$ cat src/rtl/imem_arbiter.sv
// Instruction memory arbiter: fetch vs debug/loader, with halt handshake.
// Optional grant counters (f_cnt/d_cnt/clr_cnt) when IMEM_ARB_STATS_EN is defined.
module imem_arbiter #(
  parameter int ADDR_W   = 32,
  parameter int DATA_W   = 32,
  parameter int MAX_WAIT = 4
) (
  input  logic              clk,
  input  logic              rst,
  input  logic              f_req,
  input  logic [ADDR_W-1:0] f_addr,
  input  logic              f_flush,
  output logic              f_gnt,
  output logic              f_rvalid,
  output logic [DATA_W-1:0] f_rdata,
  output logic              f_err,
  input  logic              d_req,
  input  logic [ADDR_W-1:0] d_addr,
  output logic              d_gnt,
  output logic              d_rvalid,
  output logic [DATA_W-1:0] d_rdata,
  input  logic              d_halt_req,
  output logic              d_halt_ack,
`ifdef IMEM_ARB_STATS_EN
  output logic [15:0]       f_cnt,
  output logic [15:0]       d_cnt,
  input  logic              clr_cnt,
`endif
  output logic              mem_cs_n,
  output logic [ADDR_W-1:0] mem_addr,
  input  logic [DATA_W-1:0] mem_rdata
);

  typedef enum logic [1:0] {
    RUN,
    DRAIN,
    HALTED
  } state_t;

  localparam logic [3:0] WMAX = 4'(MAX_WAIT);

  state_t            state;
  state_t            state_nx;
  logic [3:0]        wait_cnt;
  logic [ADDR_W-1:0] addr_q;
  logic              f_vld_q;
  logic              f_err_q;
  logic [DATA_W-1:0] f_rdata_q;
  logic              d_vld_q;
  logic [DATA_W-1:0] d_rdata_q;
  logic              d_pri;
  logic              f_mis;
  logic              f_acc;

  always_ff @(posedge clk or negedge rst) begin
    if (!rst) state <= RUN;
    else      state <= state_nx;
  end

  always_comb begin
    state_nx = state;
    unique case (state)
      RUN:     if (d_halt_req) state_nx = DRAIN;
      DRAIN:   state_nx = d_halt_req ? HALTED : RUN;
      HALTED:  if (!d_halt_req) state_nx = RUN;
      default: state_nx = RUN;
    endcase
  end

  // Grants are forced low while reset is asserted so memory is idle at once.
  always_comb begin
    d_pri = (wait_cnt == WMAX);
    f_gnt = 1'b0;
    d_gnt = 1'b0;
    if (rst) begin
      unique case (state)
        RUN: begin
          d_gnt = d_req && (d_pri || !f_req);
          f_gnt = f_req && !d_gnt;
        end
        DRAIN, HALTED: d_gnt = d_req;
        default: ;
      endcase
    end
  end

  assign f_mis      = (f_addr[1:0] != 2'b00);
  assign f_acc      = f_gnt && !f_mis;
  assign mem_cs_n   = !(f_acc || d_gnt);
  assign mem_addr   = d_gnt ? d_addr : (f_acc ? f_addr : addr_q);
  assign f_rvalid   = f_vld_q && !f_flush;
  assign f_err      = f_err_q && !f_flush;
  assign f_rdata    = f_rdata_q;
  assign d_rvalid   = d_vld_q;
  assign d_rdata    = d_rdata_q;
  assign d_halt_ack = (state == HALTED);

  always_ff @(posedge clk or negedge rst) begin
    if (!rst) begin
      addr_q    <= '0;
      wait_cnt  <= '0;
      f_vld_q   <= 1'b0;
      f_err_q   <= 1'b0;
      f_rdata_q <= '0;
      d_vld_q   <= 1'b0;
      d_rdata_q <= '0;
    end else begin
      f_vld_q <= f_gnt;
      f_err_q <= f_gnt && f_mis;
      d_vld_q <= d_gnt;
      if (!mem_cs_n) addr_q <= mem_addr;
      if (f_gnt) f_rdata_q <= f_mis ? '0 : mem_rdata;
      if (d_gnt) d_rdata_q <= mem_rdata;
      if (d_gnt)
        wait_cnt <= '0;
      else if (d_req && wait_cnt != WMAX)
        wait_cnt <= wait_cnt + 4'd1;
    end
  end

`ifdef IMEM_ARB_STATS_EN
  always_ff @(posedge clk or negedge rst) begin
    if (!rst) begin
      f_cnt <= '0;
      d_cnt <= '0;
    end else if (clr_cnt) begin
      f_cnt <= '0;
      d_cnt <= '0;
    end else begin
      if (f_gnt) f_cnt <= f_cnt + 16'd1;
      if (d_gnt) d_cnt <= d_cnt + 16'd1;
    end
  end
`endif

endmodule

$ cat config.mk
export PLATFORM = sky130hd
export DESIGN_NAME = imem_arbiter
export DESIGN_NICKNAME = d
export VERILOG_FILES = /design/src/rtl/imem_arbiter.sv
export SDC_FILE = /design/constraint.sdc
export NUM_CORES = 1
export LEC_CHECK = 0
export CAP_MARGIN = 20
export CORE_ASPECT_RATIO = 0.6
export CORE_UTILIZATION = 38
export DETAILED_ROUTE_END_ITERATION = 10
export GPL_ROUTABILITY_DRIVEN = 0
export PLACE_DENSITY = 0.72
export SETUP_SLACK_MARGIN = 0.02
export SYNTH_ARGS = -nofsm -noshare
export SYNTH_HDL_FRONTEND = slang
export SYNTH_SLANG_ARGS = --single-unit
$ cat constraint.sdc
create_clock -name clk -period 2.6 [get_ports clk]
set_clock_uncertainty 0.2 [all_clocks]
set_input_delay 0.26 -clock clk [delete_from_list [all_inputs] [get_ports clk]]
set_output_delay 0.26 -clock clk [all_outputs]
set_load 0.1 [all_outputs]
==> impl_metrics.yaml, run 1 <==
status:
  status: "finished, violations left"
  violations: "negative hold slack, negative setup slack"
floorplan:
  io-pin-count: 205
  die-area_um2: 12900
  dieWidth_um: 146
  start_util_pct: 39.2
  core_um2: 12100
  die_h_um: 88.5
  rows: 31
finish:
  fin_nets: 676
  fill_cells: 925
  drive_gt1_share_pct: 51.2
  seq_area_um2: 2630
  insertedDiodeCount: 0
  area_growth_pct: 69.6
  multi_input_area_um2: 2240
  stdcell_count: 737
  stdcell_area_um2: 8030
route:
  avgRoutedWirePerCell_um: 17.4
  dr.pass1.iters: 4
  routed_wl_um: 12900
  drc: 0
  drt-initial-drc-count: 125
  viasPerCell: 4.85
  vias: 3572
  ant_nets: 0
setup_path:
  cp-end-kind: "output port"
  worstPathArrival_ns: 2.47
  critPathKind: "register to output port"
  slowest_delay_ns: 0.37
  timing.rr.end: "d_rdata[19]"
  crit_fanout: 7
  setup.worst_path.start_class: "register"
  cp_cell_sequence: "inv_2 > ha_4 > and4b_1 > nor3_4 > buf_6 > buf_12 > buf_8 > mux2_4 > mux2_4 > buf_12"
  ff2ff_setup_slack_ns: 0.30
  required_ns: 2.14
  cp_slowest_cell: "dfrtp_1"
  crit_start: "wait_cnt[0]"
  endpoint: "mem_addr[29]"
  r2r_start: "wait_cnt[0]"
  rr_worst_depth: 9
timing:
  min_period_over_period_pct: 113
  period_minus_slack_ns: 2.93
  slew_viol_final: 0
  hold_slack_ns: -0.0372
  hold_violations: 29
  relSlewSlack_pct: 37.8
  setup_ws_ns: -0.326
  clock.fmax_mhz: 342
  rsz0062_at_grt: "true"
  worst_slew_pin_slew_ns: 0.934
  setup-violations-final: 33
place:
  dp_cells: 698
  hpwl_um: 9150
  port_buffers: 204
  postPlaceCellArea_um2: 7370
yosys:
  synth.distinct_cells: 27
  synth_top_family_by_area: "multiplexers"
  syn_area_um2: 4740
  synth-compound-area-share_pct: 7.10
  yosysWarnings: 0
  synth-xor-area-share_pct: 0.555
  syn_inst: 329
  ys_seq_elements: 105
  synth_fa_ha_area_share_pct: 1.85
  synth_mux_area_share_pct: 29.2
  synth-simple-area-share_pct: 2.98
  ys_seq_area_share_pct: 55.5
  synth.avg_cell_area_um2: 14.4
  synth_nets: 438
global_route:
  grt_max_degree: 76
  grt_pass1_wl_um: 20400
  antenna_found_initial: 0
  grt_pass1_vias: 3783
  grt_usage_pct: 20.6
  grt_overflow_total: 0
min_path:
  hp-class: "input port to async pin"
clocking:
  numCtsBuffers: 9
  clkTransAtPathRegs_ns: 0.07
  cts_tree: "done"
  htreeDepth: 3
  clock_latency_ns: 0.34
  clock_path_buffers: 2
  clock-sinks: 105
  cts-root-buf: "clkbuf_16"
run:
  drv_cap: 0
[per-stage QoR]
step | setup slack [ns] | setup TNS [ns] | util, %
CTS | -0.311 | -8.02 | 65.8
global route | -0.406 | -11.38 | 66.4
floorplan | 0.0207 | 0 | -
global placement | -0.114 | -2.92 | 60.9
detailed placement | -0.159 | -3.95 | 60.9
finish | -0.326 | -8.83 | 66.4
[kinds of logic (layout without fill, tap and decap cells)]
family,count (synthesis),in the layout
fa+ha+maj,7,7
flops,105,105
simple gates,25,25
xor+xnor,3,3
compound gates,40,40
mux,123,123
buf+inv,26,269
[cells in the mapped netlist (all sizes together)]
cell type / count / area share, %
nand2: 6 / 0.48
nor2b: 3 / 0.40
mux2i: 1 / 0.21
o21ai: 1 / 0.11
nand3b: 2 / 0.32
nor3: 2 / 0.45
or2: 2 / 0.26
o22ai: 1 / 0.13
clkbuf: 5 / 0.40
inv: 6 / 0.48
nor2: 4 / 0.32
nand3: 4 / 0.42
dfrtp: 105 / 55
a22o: 36 / 6.7
a21oi: 2 / 0.21
ha: 7 / 1.8
buf: 15 / 2.0
and3: 1 / 0.13
and4b: 1 / 0.21
mux2: 122 / 29
xnor2: 1 / 0.18
xor2: 2 / 0.37
[registers in the layout (all words and copies together), names as in the netlist]
| register | count |
|---|---|
| addr_q | 32 |
| d_rdata | 32 |
| d_rvalid | 1 |
| f_err_q | 1 |
| f_rdata | 32 |
| f_vld_q | 1 |
| state | 2 |
| wait_cnt | 4 |
[worst min path at each step]
stage | end | slack [ns] | depth (start not counted)
3_3_place_gp | wait_cnt[3] | 0.16 | 2
2_1_floorplan | addr_q[0] | -0.24 | 0
6_report | f_rdata[30] | -0.04 | 2
4_1_cts | addr_q[1] | 0.01 | 2
3_5_place_dp | addr_q[24] | 0.15 | 2
5_1_grt | f_rdata[30] | 0.06 | 2
[metal layers]
layer / GRT usage [%] / wire length (um) / vias up / share of wire, %
met3: 8.66 / 1100 / 12 / 8.6
met4: 5.11 / 102 / 0 / 0.79
met1: 25.9 / 5610 / 1777 / 44
met2: 33.2 / 6050 / 112 / 47
met5: 0 / 0 / - / 0
li1: - / - / 1671 / -
[repair_timing]
item                       in CTS  in global routing
gates resized for setup        45                 13
hold buffers                    1                  0
gates cloned                    2                  0
pin swaps                       4                  2
setup buffers                  11                 11
hold endpoints to repair       30                  0
setup endpoints to repair      32                 34
[placed cells by master, fill, tap and decap left out, types with 2 or more instances in the layout]
master / n
dfrtp_1: 105
clkdlybuf4s50_1: 100
buf_4: 100
mux2_2: 65
mux2_4: 52
buf_12: 42
a22o_1: 34
clkbuf_16: 9
nand2_1: 5
mux2_1: 5
ha_1: 5
inv_2: 4
nor2_1: 4
inv_6: 4
nor2b_1: 3
nand3_1: 3
buf_6: 3
nand3b_1: 2
a22o_4: 2
xor2_1: 2
ha_4: 2
[cell type report]
type                            count  share of cell area, %
Clock inverter                      7                  0.732
Sequential cell                   105                   32.7
Clock buffer                        9                   2.80
Multi-Input combinational cell    198                   27.8
Timing Repair Buffer              247                   33.0
Tap cell                          165                   2.57
Inverter                            6                  0.343
[worst max-delay path, delay by kind of cell (launching register included)]
kind / cells / cell delay [ns]
flops: 1 / 0.37
mux: 2 / 0.57
simple gates: 2 / 0.39
fa+ha+maj: 1 / 0.15
buf+inv: 5 / 0.64
Power of run 1 is not shown: default switching activity piles up to over one toggle a cycle in this logic, so the estimate is an artifact.
==> run 2: changes to the inputs <==
--- a/config.mk
+++ b/config.mk
@@ -11,7 +11,7 @@
 export DETAILED_ROUTE_END_ITERATION = 10
 export GPL_ROUTABILITY_DRIVEN = 0
 export PLACE_DENSITY = 0.72
-export SETUP_SLACK_MARGIN = 0.02
+export SETUP_SLACK_MARGIN = 0.5
 export SYNTH_ARGS = -nofsm -noshare
 export SYNTH_HDL_FRONTEND = slang
 export SYNTH_SLANG_ARGS = --single-unit
==> impl_metrics.yaml, run 2 (synthesized netlist as in run 1, its figures left out) <==
status:
  status: "finished, violations left"
  violations: "negative setup slack"
setup_path:
  cp_cell_sequence: "inv_2 > ha_4 > and4b_2 > nor3_4 > buf_4 > buf_12 > mux2_1 > mux2_4 > buf_12"
  timing.rr.end: "addr_q[1]"
  crit_family: "multiplexers"
  cp.depth: 9
  required_ns: 2.14
  r2r_start: "wait_cnt[0]"
  crit_fanout: 12
  crit_start: "wait_cnt[0]"
  worstPathArrival_ns: 2.45
  slowest_delay_ns: 0.37
  setup.worst_path.start_class: "register"
  critPathKind: "register to output port"
  crit_top_cell: "buf_12"
  critPathBufInv: 4
  ff2ff_setup_slack_ns: -0.08
  cp-end-kind: "output port"
  endpoint: "mem_addr[9]"
  rr_worst_depth: 15
  cp_slowest_cell: "dfrtp_1"
route:
  dr.pass1.iters: 4
  avgRoutedWirePerCell_um: 19.2
  drc: 0
  viasPerCell: 4.92
  ant_nets: 0
  routed_wl_um: 14500
  vias: 3700
  drt-initial-drc-count: 115
finish:
  fin_nets: 691
  seq_area_um2: 2630
  insertedDiodeCount: 0
  stdcell_count: 752
  fill_cells: 827
  mostFrequentLayoutCells: "dfrtp_1 (105), clkdlybuf4s50_1 (100), buf_4 (93)"
  area_growth_pct: 80.4
  multi_input_area_um2: 2400
  final_common_cell: "dfrtp_1"
  drive_gt1_share_pct: 52.0
global_route:
  antenna_found_initial: 0
  grt_usage_pct: 23.4
  grt_max_degree: 59
  grt_pass1_wl_um: 22800
  grt_overflow_total: 0
  grt_pass1_vias: 3931
floorplan:
  rows: 31
  die-area_um2: 12900
  start_util_pct: 39.2
  io-pin-count: 205
  core_um2: 12100
  die_h_um: 88.5
  dieWidth_um: 146
place:
  port_buffers: 204
  dp_cells: 694
  hpwl_um: 9550
  pre_cts_ws_ns: -0.143
min_path:
  min_path_cells: 4
  hp-class: "input port to register"
clocking:
  clock_path_buffers: 2
  cts-root-buf: "clkbuf_16"
  clock-sinks: 105
  htreeDepth: 3
  clock_latency_ns: 0.34
  clkTransAtPathRegs_ns: 0.07
  numCtsBuffers: 9
  cts_tree: "done"
timing:
  worst_slew_pin_slew_ns: 0.547
  hold_violations: 0
  setup_ws_ns: -0.313
  slew_viol_final: 0
  hold_slack_ns: 0.287
  clock.fmax_mhz: 343
  relSlewSlack_pct: 63.4
  fin_setup_tns_ns: -8.72
  min_period_over_period_pct: 112
  setup-violations-final: 34
  rsz0062_at_grt: "true"
  period_minus_slack_ns: 2.91
run:
  drv_cap: 0
==> run 2: layout make-up <==
cell class                 instances  share of cell area (%)
clock buffer                      11                    2.84
clock inverter                     5                   0.732
inverter                           6                   0.454
multi-input combinational        198                    28.1
sequential                       105                    30.7
tap                              165                    2.42
timing repair buffer             262                    34.8
==> run 2: worst min path at each step <==
stage / slack, ns / end / from
after global routing: 0.31 / f_err_q / rst
after floorplan: -0.24 / addr_q[0] / rst
after global placement: 0.07 / addr_q[11] / rst
final: 0.29 / f_err_q / rst
after CTS: 0.29 / f_err_q / rst
after detailed placement: 0.08 / addr_q[11] / rst
==> run 2: tightest hold or removal path: stages <==
cell	delay, ns
buf_4	0.15
nand3_4	0.10
or2_2	0.22
nor2b_1	0.07
==> run 2: metal layers <==
layer	track usage, %	wire (um)	vias up
met3	6.80	1020	14
li1	-	-	1706
met5	0	0	-
met2	37.4	6760	128
met1	31.8	6550	1852
met4	5.68	138	0
==> run 2: repair_timing <==
item / in CTS / in global routing
cloned: 5 / 0
resized for setup: 85 / 8
setup buffers: 34 / 1
hold buffers: 2 / 0
hold endpoints to repair: 47 / 0
endpoints found under the setup margin: 132 / 188
pin swaps: 6 / 3
==> run 2: through the flow <==
step                util [%]  cell area, um2
floorplan                  -            4990
global placement        61.6            7450
detailed placement      61.6            7450
CTS                     70.4            8510
global route            70.6            8550
finish                  70.6            8550
Power of run 2 is left out for the same reason.
==> variant 1: new RTL, flow settings as in run 1 <==
`DATA_W`: 32 -> 64.
--- a/src/rtl/imem_arbiter.sv
+++ b/src/rtl/imem_arbiter.sv
@@ -4,3 +4,3 @@
   parameter int ADDR_W   = 32,
-  parameter int DATA_W   = 32,
+  parameter int DATA_W   = 64,
   parameter int MAX_WAIT = 4
Ports: changed (resized d_rdata, f_rdata and mem_rdata); port bits go from 205 to 301. No check against the original RTL was run, so the function may have changed too.
==> variant 1 against run 1 <==
  * Critical endpoint is now mem_addr[15]
  * Final area increased by 44%
  * Worst setup slack lost 0.076 ns
  * The run ends with negative setup slack left
  * Highest routed layer unchanged
  * Critical path type unchanged
  * Sequential cell count rose by 64
  * Register-to-register slack lost 0.11 ns
  * Area after synthesis up 50%
  * Routed wire length rose by 61%
  * Core utilization is 3.0 points lower
Power is not shown: default switching activity piles up to over one toggle a cycle in this logic, so the estimate is an artifact.
==> variant 1: results (changes against run 1) <==
hold slack: 0.255 ns (was -0.0372 ns)
Final Util: 0.634 (was 0.664)
Hold WC Path Type: primary input to flip-flop (was primary input to asynchronous set/reset pin)
Synth top cells by count: 169 x dfrtp_1, 154 x mux2_2, 68 x a22o_1 (was 105 x dfrtp_1, 98 x mux2_2, 36 x a22o_1)
fin worst setup slack: -0.402 ns (was -0.326 ns)
Num CTS Buffers: 17 (was 9)
Post-Synth Adder-Cell Area: 0.0123 (was 0.0185)
Wirelength per Cell: 19.6 um (was 17.4 um)
1st-iter DRT viols: 287 (was 125)
DR pass1 iterations: 6 (was 4)
area of the core: 18200 um2 (was 12100 um2)
Seq area share: 0.366 (was 0.327)
post-cts resize count: 62 (was 45)
port bufs: 300 (was 204)
clkbuf count: 18 (was 9)
htree depth: 4 (was 3)
filler instances: 1353 (was 925)
crit path capture: mem_addr[15] (was mem_addr[29])
DP Area: 10500 um2 (was 7370 um2)
status: finished, violations left (unchanged)
vias per cell: 4.98 (was 4.85)
CTS Sinks: 169 (was 105)
register area share after synthesis: 0.594 (was 0.555)
area of the multi-input gates: 2870 um2 (was 2240 um2)
Place WS: -0.285 ns (was -0.159 ns)
final setup fails: 33 (unchanged)
fin cells: 1053 (was 737)
Total GRT Usage: 0.220 (was 0.206)
Tightest Pin Transition: 1.01 ns (was 0.934 ns)
violated checks: negative setup slack (was negative hold slack, negative setup slack)
Final HPWL DP: 14400 um (was 9150 um)
RR Endpoint: d_rdata[25] (was d_rdata[19])
nets: 941 (was 676)
Mapped Nets: 608 (was 438)
largest net degree at the start of global routing: 170 (was 76)
## variant 1: cell types whose count changed after synthesis, moves of 3 or more
cell and delta:
mux2_2 +56, buf_4 +3, dfrtp_1 +64, mux2_1 -24
a22o_1 +32, clkbuf_1 -3, buf_6 +11
## variant 1: critical path: stages, from the launching register on
cell,delay (ns)
dfrtp_1,0.37
inv_2,0.06
ha_4,0.15
and4b_2,0.24
nor3_4,0.24
buf_6,0.15
buf_8,0.13
mux2_4,0.32
mux2_4,0.28
buf_12,0.17
## variant 1: routing by layer
layer	global-route usage	up-vias	wire length (um)
li1	-	2385	-
met1	0.275	2643	8750
met2	0.362	186	9940
met3	0.0710	27	1620
met4	0.0690	0	365
met5	0	-	0
## variant 1: kinds of logic (layout without fill, tap and decap cells)
logic type,after synthesis,in the layout
adders and majority gates,7,7
DFF,169,169
and+or+nand+nor,25,25
buffers and inverters,36,382
muxes,155,155
AOI/OAI and AO/OA,72,72
xor gates and xnor gates,3,3
==> variant 2: new RTL, config.mk and constraints of run 1 <==
Made on the original files. The 3 states of `state_t` get a one-hot encoding in 3 bits.
--- a/src/rtl/imem_arbiter.sv
+++ b/src/rtl/imem_arbiter.sv
@@ -33,6 +33,6 @@
 
-  typedef enum logic [1:0] {
-    RUN,
-    DRAIN,
-    HALTED
+  typedef enum logic [2:0] {
+    RUN    = 3'b001,
+    DRAIN  = 3'b010,
+    HALTED = 3'b100
   } state_t;
Formal check against the unedited RTL: no difference found for any inputs over 10 cycles, from zero or initial values and one cycle with rst low; not proved beyond that.
==> variant 2 against run 1 <==
  * The run still ends with negative hold slack, negative setup slack left
  * Final area rose by 0.65%
  * Maximum frequency increased by 9.0%
  * Sequential cell count increased by 1
  * Routed wire length up 19%
  * Count of clock-buffer cells in the layout stayed put
  * Global-route usage rose by 2.3 points
  * Area after synthesis is 3.6% higher
  * Worst setup slack improved by 0.24 ns
  * Worst hold slack worse by 0.15 ns
  * Critical path type unchanged
Power is not shown: default switching activity piles up to over one toggle a cycle in this logic, so the estimate is an artifact.
==> variant 2: results (changes against run 1) <==
DR pass1 iterations: 4 (unchanged)
Longest Clk Path Bufs: 2 (unchanged)
hold slack: -0.185 ns (was -0.0372 ns)
Hold WC Path Type: primary input to asynchronous set/reset pin (unchanged)
async set-reset flop share out of synthesis: 1.00 (unchanged)
port bufs: 204 (unchanged)
Synth top cells by count: 105 x dfrtp_1, 64 x nand2_1, 60 x o211ai_1 (was 105 x dfrtp_1, 98 x mux2_2, 36 x a22o_1)
mux contribution to synthesized area: 0.0992 (was 0.292)
Post-Synth Adder-Cell Area: 0.00510 (was 0.0185)
vias: 4394 (was 3572)
Post-CTS Hold Buffers: 2 (was 1)
Fin. Hold Viols: 87 (was 29)
post-synthesis xor/xnor area fraction: 0.00714 (was 0.00555)
r2r startpoint: state[0] (was wait_cnt[0])
Compound-Gate Fraction of Synth Area: 0.189 (was 0.0710)
status: finished, violations left (unchanged)
Synth warnings: 0 (unchanged)
diode count: 0 (unchanged)
Initial Utilization: 0.398 (was 0.392)
antenna violations before repair: 0 (unchanged)
first-pass GRT wire length: 23900 um (was 20400 um)
Post-synth top flop: dfrtp_1 (unchanged)
layout cell share with drive strength beyond 1: 0.310 (was 0.512)
violated checks: negative hold slack, negative setup slack (unchanged)
final setup fails: 30 (was 33)
Synth area leaders: dfrtp_1 54%, o211ai_1 9.2%, mux2_4 7.0% (was dfrtp_1 55%, mux2_2 23%, a22o_1 6.7%)
vias in the first global route: 4465 (was 3783)
fin worst setup slack: -0.0842 ns (was -0.326 ns)
1st-iter DRT viols: 206 (was 125)
slowest CP cell: dfrtp_1 (unchanged)
depth of the worst register-to-register path: 8 (was 9)
Crit Path Max Fanout: 11 (was 7)
drt total wl: 15300 um (was 12900 um)
nets: 757 (was 676)
clk slew on worst S/H paths: 0.07 ns (about the same)
htree depth: 3 (unchanged)
Final HPWL DP: 10300 um (was 9150 um)
Mapped Nets: 537 (was 438)
Crit path largest cell delay: 0.38 ns
Clk Latency, worst-skew pair: 0.34 ns (about the same)
arrival time worst endpoint: 2.22 ns (was 2.47 ns)
delay-heaviest family, CP: buffers and inverters (unchanged)
Total GRT Usage: 0.229 (was 0.206)
largest net degree at the start of global routing: 104 (was 76)
Rel. slew slack: 0.590 (was 0.378)
register area share after synthesis: 0.541 (was 0.555)
RR Endpoint: d_rdata[30] (was d_rdata[19])
Num CTS Buffers: 9 (unchanged)
number of distinct library cells after synthesis: 33 (was 27)
R2R setup slack: 0.26 ns (was 0.30 ns)
CTS root buffer: clkbuf_16 (unchanged)
variant 2: through the flow:
step                utilization  setup WS (ns)  TNS, ns  cells  cell area [um2]
finish                    0.656        -0.0842   -0.963    823             8090
global route              0.656         -0.159    -3.58    823             8090
CTS                       0.652        -0.0542   -0.814    821             8050
detailed placement        0.601         0.0679        0    785             7420
global placement          0.601          0.127        0    785             7420
floorplan                     -         -0.784   -23.41    433             4980
variant 2: cell families after synthesis:
group | Yosys count
compound gates | 125
simple gates | 118
mux | 36
flops | 106
xor+xnor | 4
buf+inv | 42
fa+ha+maj | 2
variant 2: metal layers:
metal	GRT usage	vias to the layer above	wire (um)
met2	0.349	187	7020
met1	0.323	2177	6990
li1	-	2024	-
met3	0.0665	6	1210
met5	0	-	0
met4	0.0387	0	55
variant 2: final cells by class:
class,instances,area (um2)
multi-input combinational,285,2130
clock buffer,9,225
inverter,6,25.0
fill,939,4250
sequential,106,2650
clock inverter,7,88.8
timing repair buffer,245,2760
tap,165,206
variant 2: how the worst max path moves through the flow:
stage | start | to | cells after the start
2_1_floorplan | wait_cnt[1] | mem_addr[2] | 9
3_3_place_gp | f_req | mem_addr[25] | 7
3_5_place_dp | f_req | mem_addr[15] | 7
4_1_cts | state[0] | mem_addr[20] | 7
5_1_grt | wait_cnt[0] | mem_addr[4] | 10
6_report | wait_cnt[0] | mem_addr[22] | 10
variant 2: worst register-to-register path: cells and delay by family, from the launching register on:
| family | cells | cell delay [ns] |
|---|---|---|
| compound gates | 2 | 0.39 |
| buf+inv | 4 | 0.58 |
| flops | 1 | 0.54 |
| mux | 1 | 0.32 |
| simple gates | 1 | 0.19 |
variant 2: repair_timing:
item,CTS,global route
buffers inserted,14,2
resized for setup,12,5
gates cloned,4,0
pin swaps,13,12
hold endpoints to repair,99,87
endpoints found under the setup margin,32,33
